===== src/rtl/sync_fifo_param_if.sv =====
// rtl/sync_fifo_param_if.sv - write/read handshake and status bundle for sync_fifo_param
// Shared by the FIFO (slave) and its user (master).
interface sync_fifo_param_if #(
  parameter int DATA_W = 8,
  parameter int DEPTH  = 16
);
  localparam int AW = $clog2(DEPTH);

  logic              wr_en;
  logic [DATA_W-1:0] din;
  logic              rd_en;
  logic              err_clr;
  logic [DATA_W-1:0] dout;
  logic              dout_valid;
  logic              full;
  logic              empty;
  logic              almost_full;
  logic              almost_empty;
  logic [AW:0]       count;
  logic              overflow;
  logic              underflow;

  modport master (
    output wr_en, din, rd_en, err_clr,
    input  dout, dout_valid, full, empty, almost_full, almost_empty,
           count, overflow, underflow
  );

  modport slave (
    input  wr_en, din, rd_en, err_clr,
    output dout, dout_valid, full, empty, almost_full, almost_empty,
           count, overflow, underflow
  );
endinterface


===== src/rtl/sync_fifo_param.sv =====
// rtl/sync_fifo_param.sv - parametrised single-clock FIFO with thresholds and sticky errors
// Define SYNC_FIFO_FWFT_EN for first-word-fall-through reads; default is registered read.
module sync_fifo_param #(
  parameter int DATA_W    = 8,
  parameter int DEPTH     = 16,
  parameter int AFULL_TH  = 14,
  parameter int AEMPTY_TH = 2
) (
  input  logic            clk,
  input  logic            rst,
  sync_fifo_param_if.slave bus
);
  localparam int          AW       = $clog2(DEPTH);
  localparam logic [AW-1:0] PTR_ONE = AW'(1);
  localparam logic [AW:0] CNT_ONE  = (AW+1)'(1);
  localparam logic [AW:0] DEPTH_C  = (AW+1)'(DEPTH);
  localparam logic [AW:0] AFULL_C  = (AW+1)'(AFULL_TH);
  localparam logic [AW:0] AEMPTY_C = (AW+1)'(AEMPTY_TH);

  logic [DATA_W-1:0] mem_q [DEPTH];
  logic [AW-1:0]     wr_ptr_q, wr_ptr_d;
  logic [AW-1:0]     rd_ptr_q, rd_ptr_d;
  logic [AW:0]       count_q, count_d;
  logic              overflow_q, overflow_d;
  logic              underflow_q, underflow_d;
  logic              full, empty, wr_acc, rd_acc;

  always_comb begin
    empty    = (count_q == '0);
    full     = (count_q == DEPTH_C);
    // Acceptance looks only at this cycle's registered flags, never at the other port.
    wr_acc   = bus.wr_en && !full;
    rd_acc   = bus.rd_en && !empty;
    wr_ptr_d = wr_acc ? wr_ptr_q + PTR_ONE : wr_ptr_q;
    rd_ptr_d = rd_acc ? rd_ptr_q + PTR_ONE : rd_ptr_q;
    count_d  = count_q;
    if (wr_acc && !rd_acc) begin
      count_d = count_q + CNT_ONE;
    end else if (rd_acc && !wr_acc) begin
      count_d = count_q - CNT_ONE;
    end
    overflow_d  = (bus.wr_en && full)  || (overflow_q  && !bus.err_clr);
    underflow_d = (bus.rd_en && empty) || (underflow_q && !bus.err_clr);
  end

  always_ff @(posedge clk) begin
    if (!rst) begin
      wr_ptr_q    <= '0;
      rd_ptr_q    <= '0;
      count_q     <= '0;
      overflow_q  <= 1'b0;
      underflow_q <= 1'b0;
    end else begin
      wr_ptr_q    <= wr_ptr_d;
      rd_ptr_q    <= rd_ptr_d;
      count_q     <= count_d;
      overflow_q  <= overflow_d;
      underflow_q <= underflow_d;
    end
  end

  always_ff @(posedge clk) begin
    if (rst && wr_acc) begin
      mem_q[wr_ptr_q] <= bus.din;
    end
  end

`ifdef SYNC_FIFO_FWFT_EN
  assign bus.dout       = empty ? '0 : mem_q[rd_ptr_q];
  assign bus.dout_valid = !empty;
`else
  logic [DATA_W-1:0] dout_q, dout_d;
  logic              dout_valid_q, dout_valid_d;

  always_comb begin
    dout_d       = rd_acc ? mem_q[rd_ptr_q] : dout_q;
    dout_valid_d = rd_acc;
  end

  always_ff @(posedge clk) begin
    if (!rst) begin
      dout_q       <= '0;
      dout_valid_q <= 1'b0;
    end else begin
      dout_q       <= dout_d;
      dout_valid_q <= dout_valid_d;
    end
  end

  assign bus.dout       = dout_q;
  assign bus.dout_valid = dout_valid_q;
`endif

  assign bus.full         = full;
  assign bus.empty        = empty;
  assign bus.almost_full  = (count_q >= AFULL_C);
  assign bus.almost_empty = (count_q <= AEMPTY_C);
  assign bus.count        = count_q;
  assign bus.overflow     = overflow_q;
  assign bus.underflow    = underflow_q;
endmodule

===== src/flat_wrapper.sv =====
// flat-port wrapper written by rule: the top's interface ports become plain ports
module sync_fifo_param_flat 
#(
  parameter int DATA_W    = 8,
  parameter int DEPTH     = 16,
  parameter int AFULL_TH  = 14,
  parameter int AEMPTY_TH = 2
)
  (clk, rst, bus_wr_en, bus_din, bus_rd_en, bus_err_clr, bus_dout, bus_dout_valid, bus_full, bus_empty, bus_almost_full, bus_almost_empty, bus_count, bus_overflow, bus_underflow);
  sync_fifo_param_if #(.DATA_W(DATA_W), .DEPTH(DEPTH)) bus_i ();
  input  logic clk;
  input  logic rst;
  input wire logic [$bits(bus_i.wr_en)-1:0] bus_wr_en;
  input wire logic [$bits(bus_i.din)-1:0] bus_din;
  input wire logic [$bits(bus_i.rd_en)-1:0] bus_rd_en;
  input wire logic [$bits(bus_i.err_clr)-1:0] bus_err_clr;
  output wire logic [$bits(bus_i.dout)-1:0] bus_dout;
  output wire logic [$bits(bus_i.dout_valid)-1:0] bus_dout_valid;
  output wire logic [$bits(bus_i.full)-1:0] bus_full;
  output wire logic [$bits(bus_i.empty)-1:0] bus_empty;
  output wire logic [$bits(bus_i.almost_full)-1:0] bus_almost_full;
  output wire logic [$bits(bus_i.almost_empty)-1:0] bus_almost_empty;
  output wire logic [$bits(bus_i.count)-1:0] bus_count;
  output wire logic [$bits(bus_i.overflow)-1:0] bus_overflow;
  output wire logic [$bits(bus_i.underflow)-1:0] bus_underflow;
  assign bus_i.wr_en = bus_wr_en;
  assign bus_i.din = bus_din;
  assign bus_i.rd_en = bus_rd_en;
  assign bus_i.err_clr = bus_err_clr;
  assign bus_dout = bus_i.dout;
  assign bus_dout_valid = bus_i.dout_valid;
  assign bus_full = bus_i.full;
  assign bus_empty = bus_i.empty;
  assign bus_almost_full = bus_i.almost_full;
  assign bus_almost_empty = bus_i.almost_empty;
  assign bus_count = bus_i.count;
  assign bus_overflow = bus_i.overflow;
  assign bus_underflow = bus_i.underflow;
  sync_fifo_param #(.DATA_W(DATA_W), .DEPTH(DEPTH), .AFULL_TH(AFULL_TH), .AEMPTY_TH(AEMPTY_TH)) u_core (.clk(clk), .rst(rst), .bus(bus_i));
endmodule

===== config.mk =====
export PLATFORM = sky130hd
export DESIGN_NAME = sync_fifo_param_flat
export DESIGN_NICKNAME = d
export VERILOG_FILES = /design/src/rtl/sync_fifo_param_if.sv /design/src/rtl/sync_fifo_param.sv /design/src/flat_wrapper.sv
export SDC_FILE = /design/constraint.sdc
export NUM_CORES = 1
export LEC_CHECK = 0
export ABC_AREA = 1
export BUFFER_PORTS_ARGS = -buffer_cell sky130_fd_sc_hd__buf_4
export CAP_MARGIN = 40
export CORE_ASPECT_RATIO = 0.8
export CORE_UTILIZATION = 60
export DETAILED_ROUTE_END_ITERATION = 6
export GPL_ROUTABILITY_DRIVEN = 0
export GPL_TIMING_DRIVEN = 0
export PLACE_DENSITY = 0.85
export SLEW_MARGIN = 10
export SYNTH_ARGS = -nofsm -noshare
export SYNTH_HDL_FRONTEND = slang
export SYNTH_SLANG_ARGS = --single-unit

===== constraint.sdc =====
create_clock -name clk -period 3.06 [get_ports clk]
set_input_delay 0.306 -clock clk [delete_from_list [all_inputs] [get_ports clk]]
set_output_delay 0.306 -clock clk [all_outputs]
set_load 0.005 [all_outputs]

# --- After elaboration in Yosys (flattened, before gate mapping) ---
# Memory sizes are Yosys's and may differ from the RTL's. A register that Yosys moved wholly into a read port is not among the register bits.
# Cells that the tools add are included.
totals:
  regBits: 16
  ramBits: 128
  output_inout_bits: 20
  memories: 1
classes:
  n_addsub: 4
  n_lt_le_gt_ge: 2
  n_eq_ne: 1
  mux: 4
  n_reduce_logical: 19
mem_list:
  columns: ["memory", "words", "width", "read_ports", "rd_ports_with_merged_regs", "write_ports", "line_no", "source"]
  rows:
  - ["u_core.mem_q", 16, 8, 1, 1, 1, "sync_fifo_param.sv:20", "logic [DATA_W-1:0] mem_q [DEPTH];"]
op_table:
  columns: ["operator", "count"]
  rows:
  - ["$mux 5", 2]
  - ["$logic_and 1x1->1", 9]
  - ["$add 4x1->4 const B", 2]
  - ["$logic_not 1->1", 6]
  - ["$add 5x1->5 const B", 1]
  - ["$eq 5x5->1 const B", 1]
  - ["$ge 5x4->1 const B", 1]
  - ["$le 5x2->1 const B", 1]
  - ["$logic_not 5->1", 1]
  - ["$sub 5x1->5 const B", 1]
  - ["$logic_or 1x1->1", 2]
  - ["$mux 1", 2]
  - ["$reduce_bool 2->1", 1]

# --- Logic depth before layout (Yosys ltp) ---
# Gate-level depths: netlist of the first run.
depth:
  word_depth: 7
  ltp_mapped: 14
  mapped_depth_nobuf: 14

# --- Worst setup path after synthesis of the first run ---
# OpenSTA, ideal clock, no wires.
synth_timing:
  path_kind: "register to register"
  start: "register u_core.count_q[0] (netlist: u_core.bus.count[0])"
  end: "register u_core.count_q[4] (netlist: u_core.bus.count[4])"
  setup_time_ps: 71
  arrival_time_ps: 1909
  required_ps: 2989
  setup_slack_ps: 1080
  stages_incl_launch_ff: 14
  period_less_slack_ps: 1980
  path_cell_list: "dfxtp_1 -> inv_1 -> nand4_1 -> nand2_2 -> inv_2 -> ha_1 -> fa_1 -> inv_1 -> nand2_1 -> a21boi_0 -> o21bai_1 -> nand2_1 -> nand2_1 -> a21oi_1"
synth_between:
  elab_chain_len: 6
  elab_cells_between_ends: 15
  classes_between: "add/sub (2); eq/ne (1); mux (2); reduce/logical (10)"
synth_rtl:
  columns: ["element", "line_no", "source"]
  rows:
  - ["start: declaration", "sync_fifo_param.sv:23", "logic [AW:0] count_q, count_d;"]
  - ["start signal: assignment", "sync_fifo_param.sv:56", "count_q <= count_d;"]
  - ["$eq 5x5->1 (*)", "sync_fifo_param.sv:30", "full = (count_q == DEPTH_C);"]
  - ["$logic_not 1->1 (*)", "sync_fifo_param.sv:32", "wr_acc = bus.wr_en && !full;"]
  - ["$logic_and 1x1->1 (*)", "sync_fifo_param.sv:32", null]
  - ["net u_core.wr_acc", "sync_fifo_param.sv:26", "logic full, empty, wr_acc, rd_acc;"]
  - ["$logic_not 1->1", "sync_fifo_param.sv:39", "end else if (rd_acc && !wr_acc) begin"]
  - ["$logic_and 1x1->1", "sync_fifo_param.sv:39", null]
  - ["$reduce_bool 2->1 (no source line)", null, null]
# The timed path passes the listed nets; every way through them passes the cells marked *. The select of a mux whose other input is x is not followed.
# A chain may end at the register's enable or synchronous reset.

# --- Worst setup path after layout of the first run ---
layout_timing:
  start: "register u_core.count_q[2] (netlist: u_core.bus.count[2])"
  end: "register u_core.count_q[4] (netlist: u_core.bus.count[4])"
# The elaborated chain is that of the path after synthesis.

==> results of run 1 <==
[power by group]
part           internal (uW)  leakage [uW]  total (uW)  switching [uW]
combinational            588       0.00172        1630            1040
sequential              2350       0.00135        2430            79.7
clock                   1100      0.000258        1900             799
total                   4040       0.00333        5970            1920
[area by class of cell]
type                            instances  area, sq um
Sequential cell                       152         4320
Tap cell                              144          180
Clock inverter                         14          110
Timing Repair Buffer                   36          265
Clock buffer                           18          429
Multi-Input combinational cell        403         1830
Buffer                                 28          165
Inverter                               97          367
Fill cell                             753         3180
[through the flow]
stage	cell area (sq um)	hold WS [ns]	utilization, %	power, uW
after floorplan	6680	0.405	-	3480
after global placement	7100	0.452	65.5	3970
after detailed placement	7130	0.463	65.7	4050
after CTS	7670	0.144	70.7	5940
after global routing	7670	0.172	70.7	6230
final	7670	0.145	70.7	5970
[placed cells by master (no fill, tap or decap), types with 4 or more instances in the layout]
cell / Yosys / layout
nand2_1: 226 / 226
edfxtp_1: 128 / 128
nand3_1: 93 / 93
inv_1: 91 / 91
buf_4: 7 / 41
nor2_1: 31 / 31
dfxtp_1: 24 / 24
buf_2: 15 / 17
clkbuf_16: 0 / 17
a21oi_1: 16 / 16
ha_1: 9 / 9
o21ai_0: 8 / 8
clkbuf_1: 4 / 5
clkinv_1: 2 / 5
clkinv_2: 0 / 4
[worst register-to-register path: cells and delay by family (launching register included)]
kind                       cells  cell delay [ns]
AOI/OAI and AO/OA              3             0.39
buffers and inverters          2             0.16
and+or+nand+nor                6             0.80
adders and majority gates      2             0.66
DFF                            1             0.34
[kinds of logic (layout without fill, tap and decap cells)]
kind of cell	count (synthesis)	count (layout)	share of synthesized area, %
fa+ha+maj	10	10	1.99
simple gates	361	361	22.5
flops	152	152	64.7
buf+inv	125	193	7.96
xor+xnor	5	5	0.656
compound gates	27	27	2.14
[registers in the layout, summed over array words and instances (netlist names)]
signal,count
u_core.bus.overflow,1
u_core.bus.dout_valid,1
u_core.bus.dout,8
u_core.rd_ptr_q,4
u_core.mem_q,128
u_core.wr_ptr_q,4
u_core.bus.underflow,1
u_core.bus.count,5
[worst min-delay path by stage]
stage | cells after the start | to | slack (ns)
finish | 4 | u_core.bus.overflow | 0.14
global route | 3 | u_core.bus.underflow | 0.17
CTS | 4 | u_core.bus.overflow | 0.14
detailed placement | 2 | u_core.bus.underflow | 0.46
global placement | 2 | u_core.bus.underflow | 0.45
floorplan | 0 | u_core.mem_q[0][0] | 0.40
[layer usage]
layer	routed length [um]	vias to the layer above
met4	564	0
met2	7290	341
li1	-	2314
met3	2140	65
met5	0	-
met1	6300	2335
==> out/summary.txt, run 1 <==
final std cells w/o fill = 892
Post-CTS Setup Inserts = 0
crit path time final = 2.42 ns
Antenna Cells = 0
Critical path origin = u_core.bus.count[2]
mapped cell area = 0.00668 sq mm
GRT Total Usage = 29.9%
largest net degree at the start of global routing = 17
CTS Sinks = 152
Final Worst Setup Slack = 0.638 ns
Worst-path clk slew = 0.06 ns
WP data arrival = 2.77 ns
final routed DRC violation total = 1
Yosys reg bits = 152
router iterations before antenna repair = 7
Die Y = 96.4 um
startpoint type of the worst setup path = flop
Async SR Flop Fraction = 0%
placed cells = 860
H-tree Lvls = 4
final setup TNS = 0 ns
r2r worst-path depth = 13
worst path cell trace = nor2_2, nand4_1, nand2_2, inv_2, ha_1, fa_1, inv_1, nand2_1, a21boi_0, o21bai_1, nand2_1, nand2_1, a21oi_1
status = finished with violations
total CTS buffers = 17
Buffers & Inverters on Critical Path = 2
drt wl/cell = 18.3 um
Worst R2R Start = u_core.bus.count[2]
Synth area leader = edfxtp_1
drt via density = 5.67
Synth top cells by count = nand2_1, edfxtp_1, nand3_1
Cells after Synth = 680
Pins Over Slew Limit = 0
Syn Nets = 703
initial antenna violation count = 0
violated checks = DRC
die area = 0.0116 sq mm
slowest stage delay, CP = 0.43 ns
skew final = 0.00876 ns
unrepaired setup endpoints after global routing = no
crit path kind = reg2reg
EDFF count, synth = 128
overall die width = 120 um
GR peak layer = met2
Vias = 5055
initial DRC count = 817
share of the synthesized area in the top cell type = 57.5%
met2 usage = 45.5%
pwr dens = 778 mW/mm^2
CP Capture Type = flop
peak supply drop = 0.726 mV
leak pwr = 0.00333 uW
vias in the first global route = 4772
WL final = 16.3 mm
Top delay family on crit path = simple AND/OR/NAND/NOR gates
area grow syn2layout = 14.8%
Hold WC Path Type = in2reg
crit path to = u_core.bus.count[4]
average size of a mapped cell = 9.83 sq um
clock buffer depth = 2
DP HPWL = 10.6 mm
share of cells above drive strength 1 = 13.2%
clock root buffer = clkbuf_16
IO buf count = 32
first-pass GRT wire length = 24.5 mm
Post-CTS Hold Fix Bufs = 0
Post-CTS Resized = 0
latest clock arrival within the worst-skew pair = 0.42 ns
TritonCTS clock tree = done
Rel. slew slack = 39.8%
M1 GR Usage = 39.8%
share of the yosys chip area belonging to registers = 64.7%
critical path's slowest cell = fa_1
Max FO, Critical Path = 7
met3 usage in global routing = 8.22%
hold path start = bus_err_clr
number of nets still failing antenna checks after routing = 0
CP Depth = 13
Synth cell types = 28
# IOs = 33
Synth area leaders = edfxtp_1, nand2_1, dfxtp_1
area of the core = 0.0108 sq mm
Worst EP required = 3.41 ns
top_reg_cell synth = edfxtp_1
total of max-cap violations = 0
# rows = 34
most common cell in the netlist = nand2_1
grt ovf = 0
most used cell, CP = nand2_1
worst slack at placement = 0.698 ns
# setup viols final = 0
R2R Setup Slk = 0.64 ns
Initial Util = 61.6%
fmax = 0.413 GHz
synth warn = 0
Worst-Margin Slew = 0.900 ns
reg2reg end = u_core.bus.count[4]
final worst path period share = 79.1%
Final Hold Fails = 0
nets = 758
Power figures use the tool's default switching activity.
==> run 2, diff against run 1 <==
--- a/config.mk
+++ b/config.mk
@@ -9,11 +9,11 @@
 export BUFFER_PORTS_ARGS = -buffer_cell sky130_fd_sc_hd__buf_4
 export CAP_MARGIN = 40
 export CORE_ASPECT_RATIO = 0.8
-export CORE_UTILIZATION = 60
+export CORE_UTILIZATION = 55
 export DETAILED_ROUTE_END_ITERATION = 6
 export GPL_ROUTABILITY_DRIVEN = 0
 export GPL_TIMING_DRIVEN = 0
-export PLACE_DENSITY = 0.85
+export PLACE_DENSITY = 0.83
 export SLEW_MARGIN = 10
 export SYNTH_ARGS = -nofsm -noshare
 export SYNTH_HDL_FRONTEND = slang
==> constraint.sdc (replaced) <==
create_clock -name clk -period 2.1 [get_ports clk]
set_input_delay 0.21 -clock clk [delete_from_list [all_inputs] [get_ports clk]]
set_output_delay 0.21 -clock clk [all_outputs]
set_load 0.005 [all_outputs]
==> out/summary.txt, run 2 (synthesized netlist as in run 1, its figures left out) <==
DP HPWL = 10.5 mm (-0.84%)
area grow syn2layout = 18.9%
Filler cells = 789 (+4.8%)
crit path kind = reg2reg
pwr dens = 1190 mW/mm^2 (+52%)
sw power = 2980 uW (+55%)
latest clock arrival within the worst-skew pair = 0.43 ns (about the same)
Final Cell Area = 0.00794 sq mm (+3.5%)
cell area after placement = 0.00713 sq mm (about the same)
Worst EP required = 2.42 ns (-0.99 ns)
worst slack at placement = -0.184 ns (-0.882 ns)
grt ovf = 0 (unchanged)
crit path time final = 2.19 ns (-0.230 ns)
# rows = 35 (+2.9%)
TritonCTS clock tree = done
status = finished with violations
clock root buffer = clkbuf_16
placed cells = 864 (+0.47%)
sequential power share = 38.1% (-2.7 points)
startpoint type of the worst setup path = flop
Cell Int Power = 6440 uW (+59%)
final worst path period share = 104% (+25 points)
Rel. slew slack = 58.7% (+19 points)
total CTS buffers = 17 (unchanged)
Switching Share = 31.6% (-0.60 points)
Pins Over Slew Limit = 0 (unchanged)
WP data arrival = 2.52 ns (-0.25 ns)
vias in the first global route = 4928 (+3.3%)
GRT Total Usage = 27.2% (-2.7 points)
nets = 765 (+0.92%)
Worst-Margin Slew = 0.620 ns (-0.280 ns)
initial antenna violation count = 0 (unchanged)
drt wl/cell = 18.6 um (+2.0%)
most common cell after layout, fill and taps aside = nand2_1
unrepaired setup endpoints after global routing = yes
H-tree Lvls = 4 (unchanged)
die area = 0.0126 sq mm (+8.9%)
number of nets still failing antenna checks after routing = 0 (unchanged)
Vias = 5073 (+0.36%)
Biggest register = u_core.mem_q
share of cells above drive strength 1 = 17.4% (+4.1 points)
WL final = 16.8 mm (+3.2%)
largest net degree at the start of global routing = 17 (unchanged)
Clock Power Share = 34.0% (+2.1 points)
skew final = 0.00760 ns (-0.00116 ns)
Initial Util = 57.1% (-4.4 points)
first-pass GRT wire length = 25.0 mm (+2.2%)
total of max-cap violations = 0 (unchanged)
router iterations before antenna repair = 7 (unchanged)
most frequent cells in the layout = nand2_1, edfxtp_1, nand3_1
Antenna Cells = 0 (unchanged)
fmax = 0.456 GHz (+10%)
final routed DRC violation total = 4 (+3)
# setup viols final = 14 (+14)
Final Hold Fails = 0 (unchanged)
final std cells w/o fill = 903 (+1.2%)
leak pwr = 0.00340 uW (+2.1%)
CTS Sinks = 152 (unchanged)
Gate power share = 28.0% (+0.7 points)
Largest register FFs = 128 (unchanged)
Worst-path clk slew = 0.06 ns (about the same)
peak supply drop = 0.872 mV (+20%)
# IOs = 33 (unchanged)
CP Capture Type = flop
final setup TNS = -0.183 ns (-0.183 ns)
drt via density = 5.62 (-0.87%)
initial DRC count = 666 (-18%)
IO buf count = 32 (unchanged)
violated checks = DRC, setup timing
Die Y = 101 um (+4.4%)
Final Worst Setup Slack = -0.0921 ns (-0.730 ns)
Hold WC Path Type = in2reg
area of the core = 0.0117 sq mm (+7.8%)
Max FO, Critical Path = 4 (-3)
clock buffer depth = 2 (unchanged)
overall die width = 125 um (+4.4%)
[run 2: changes by cell type in the layout (fill, tap and decap cells not counted), sizes merged]
cell / delta
buf: +7
clkinv: -5
clkbuf: +1
bufinv: +3
inv: +1
[run 2: worst max-delay path, stage by stage, from the launching register on]
cell and delay (ns):
dfxtp_1 0.45, inv_2 0.10, nand4_1 0.17, nand2_2 0.10, inv_2 0.10, ha_4 0.17
inv_4 0.06, ha_1 0.32, nand3_1 0.15, nand3_1 0.11, xor2_1 0.15, o21ai_1 0.13
inv_1 0.06
[run 2: worst paths after layout]
| path | start | end | slack (ns) | cells past startpoint |
|---|---|---|---|---|
| setup reg to reg | u_core.bus.count[0] | u_core.bus.count[3] | -0.09 | 12 |
| hold reg to reg | u_core.bus.overflow | u_core.bus.overflow | 0.50 | 2 |
| hold / removal | bus_rd_en | u_core.bus.underflow | 0.08 | 3 |
| setup / recovery | u_core.bus.count[0] | u_core.bus.count[3] | -0.09 | 12 |
[run 2: per-layer routing]
layer	share of wire [%]	track usage, %	vias up
met5	0	0	-
met4	3.2	10.8	0
met3	11	8.97	52
met2	49	45.0	313
met1	38	33.4	2380
li1	-	-	2328
[run 2: repair_timing]
item	4_1_cts	5_1_grt
buffers inserted	3	4
setup endpoints to repair	66	100
gates resized for setup	11	32
hold buffers	0	0
pin swaps	4	2
[run 2: power by group through the flow]
stage / logic [uW] / clock network [uW] / registers (uW)
after floorplan: 1480 / 0 / 3600
after global placement: 2150 / 0 / 3600
after detailed placement: 2240 / 0 / 3610
after CTS: 2390 / 3190 / 3560
after global routing: 2870 / 3300 / 3600
final: 2630 / 3200 / 3580
[run 2: per-stage QoR]
| step | utilization (%) | hold slack [ns] | total power [uW] |
|---|---|---|---|
| after floorplan | - | 0.309 | 5080 |
| after global placement | 60.8 | 0.453 | 5750 |
| after detailed placement | 61.0 | 0.468 | 5850 |
| after CTS | 66.7 | 0.0630 | 9140 |
| after global routing | 67.9 | 0.0846 | 9770 |
| final | 67.9 | 0.0808 | 9410 |
[run 2: final cells by class]
| class | count | area [sq um] | area share (%) |
|---|---|---|---|
| well taps | 148 | 185 | 2.33 |
| plain buffers | 28 | 165 | 2.08 |
| flip-flops and latches | 152 | 4330 | 54.5 |
| multi-input cells | 403 | 1970 | 24.8 |
| clock buffers | 19 | 433 | 5.45 |
| repair buffers | 43 | 313 | 3.94 |
| clock inverters | 13 | 178 | 2.24 |
| inverters | 97 | 369 | 4.65 |
==> run 3, diff against run 2 <==
==> constraint.sdc (replaced) <==
create_clock -name clk -period 2.1 [get_ports clk]
set_input_delay 0.21 -clock clk [delete_from_list [all_inputs] [get_ports clk]]
set_output_delay 0.21 -clock clk [all_outputs]
set_load 0.1 [all_outputs]
==> out/summary.txt, run 3 (synthesized netlist as in run 1, its figures left out) <==
Final Worst Setup Slack = -0.0903 ns (+0.00181 ns)
startpoint type of the worst setup path = flop
share of cells above drive strength 1 = 16.3% (-1.1 points)
Hold WC Path Type = in2reg
WP data arrival = 2.25 ns (-0.27 ns)
Rel. slew slack = 51.9% (-6.7 points)
Pins Over Slew Limit = 0 (unchanged)
unrepaired setup endpoints after global routing = yes
pwr dens = 1300 mW/mm^2 (+9.5%)
r2r worst-path depth = 7 (-5)
Worst EP required = 2.16 ns (-0.26 ns)
peak supply drop = 0.982 mV (+13%)
Antenna Cells = 0 (unchanged)
GRT Total Usage = 28.1% (+0.89 points)
Filler cells = 841 (+6.6%)
CP Capture Type = flop
# setup viols final = 17 (+3)
# rows = 35 (unchanged)
fmax = 0.457 GHz (about the same)
number of nets still failing antenna checks after routing = 0 (unchanged)
crit path kind = reg2reg
total CTS buffers = 17 (unchanged)
R2R Setup Slk = -0.09 ns (about the same)
DP HPWL = 10.8 mm (+3.2%)
met3 usage in global routing = 7.32% (-1.6 points)
die area = 0.0126 sq mm (unchanged)
most frequent cells in the layout = nand2_1, edfxtp_1, nand3_1
crit path to = u_core.mem_q[2][1]
grt ovf = 0 (unchanged)
Biggest register = u_core.mem_q
nets = 760 (-0.65%)
CTS Sinks = 152 (unchanged)
M1 GR Usage = 34.4% (+0.92 points)
drt via density = 5.60 (-0.37%)
IO buf count = 32 (unchanged)
# IOs = 33 (unchanged)
area grow syn2layout = 17.8%
final routed DRC violation total = 0 (-4)
Worst-Margin Slew = 0.718 ns (+0.0985 ns)
router iterations before antenna repair = 7 (unchanged)
status = finished with violations
hold_ws = 0.0583 ns (-0.0225 ns)
Final Hold Fails = 0 (unchanged)
Max FO, Critical Path = 8 (+4)
TritonCTS clock tree = done
Initial Util = 57.1% (unchanged)
overall die width = 125 um (unchanged)
GR peak layer = met2
worst slack at placement = -0.143 ns (+0.0414 ns)
first-pass GRT wire length = 25.8 mm (+2.8%)
Worst R2R Start = u_core.bus.count[1]
final worst path period share = 104% (about the same)
drt wl/cell = 18.2 um (-2.4%)
most common cell after layout, fill and taps aside = nand2_1
violated checks = setup timing
Vias = 5026 (-0.93%)
met2 usage = 47.6% (+2.5 points)
Critical path origin = u_core.bus.count[1]
Die Y = 101 um (unchanged)
crit path time final = 2.19 ns (-0.00181 ns)
area of the core = 0.0117 sq mm (unchanged)
leak pwr = 0.00338 uW (-0.61%)
initial DRC count = 508 (-24%)
WL final = 16.3 mm (-2.9%)
Worst-path clk slew = 0.06 ns (about the same)
clock root buffer = clkbuf_16
Largest register FFs = 128 (unchanged)
reg2reg end = u_core.mem_q[2][1]
H-tree Lvls = 4 (unchanged)
skew final = 0.00647 ns (-0.00112 ns)
vias in the first global route = 5028 (+2.0%)
initial antenna violation count = 0 (unchanged)
total of max-cap violations = 0 (unchanged)
largest net degree at the start of global routing = 17 (unchanged)
clock buffer depth = 2 (unchanged)
latest clock arrival within the worst-skew pair = 0.42 ns (about the same)
-- run 3: layer usage --
layer,share of wire [%],up-vias
met5,0,-
met4,3.2,0
met3,9.6,61
met2,48,272
met1,39,2371
li1,-,2322
-- run 3: final cells by class --
cell class	count	area (sq um)	share of cell area (%)
Buffer	28	165	2.10
Clock buffer	25	519	6.60
Tap cell	148	185	2.35
Inverter	97	374	4.75
Timing Repair Buffer	38	275	3.50
Multi-Input combinational cell	403	1950	24.7
Clock inverter	7	63.8	0.811
Sequential cell	152	4340	55.2
-- run 3: critical path, cell delays in order (launching register included) --
cell     delay [ns]
dfxtp_4        0.39
inv_4          0.06
nand4_1        0.13
nand2_2        0.08
buf_4          0.16
nor2_1         0.17
nand2_1        0.22
nor2_1         0.61
-- run 3: worst min-delay path by stage --
stage                         startpoint                   end  cells past startpoint
floorplan                     bus_din[0]    u_core.mem_q[0][0]                      0
CTS                          bus_err_clr  u_core.bus.underflow                      4
detailed placement  u_core.bus.underflow  u_core.bus.underflow                      2
finish                       bus_err_clr  u_core.bus.underflow                      4
global placement    u_core.bus.underflow  u_core.bus.underflow                      2
global route                 bus_err_clr   u_core.bus.overflow                      4
-- run 3: per-stage QoR --
stage / setup TNS, ns / cells / util [%] / total power (uW) / instance area (sq um)
after floorplan: 0 / 680 / - / 6260 / 6740
after global placement: -1.13 / 860 / 61.3 / 6960 / 7160
after detailed placement: -0.554 / 864 / 61.4 / 7080 / 7180
after CTS: -1.60 / 898 / 66.8 / 10100 / 7810
after global routing: -3.14 / 898 / 67.3 / 10600 / 7870
final: -1.11 / 898 / 67.3 / 10200 / 7870
-- run 3: repair_timing --
item / CTS / global route
endpoints found under the setup margin: 16 / 82
hold buffers: 0 / 0
pin swaps: 3 / 1
resized for setup: 10 / 16
buffers inserted: 2 / 0
-- run 3: where the power goes --
part	switching [uW]	internal, uW
combinational	2640	962
clock	1180	1840
sequential	150	3460
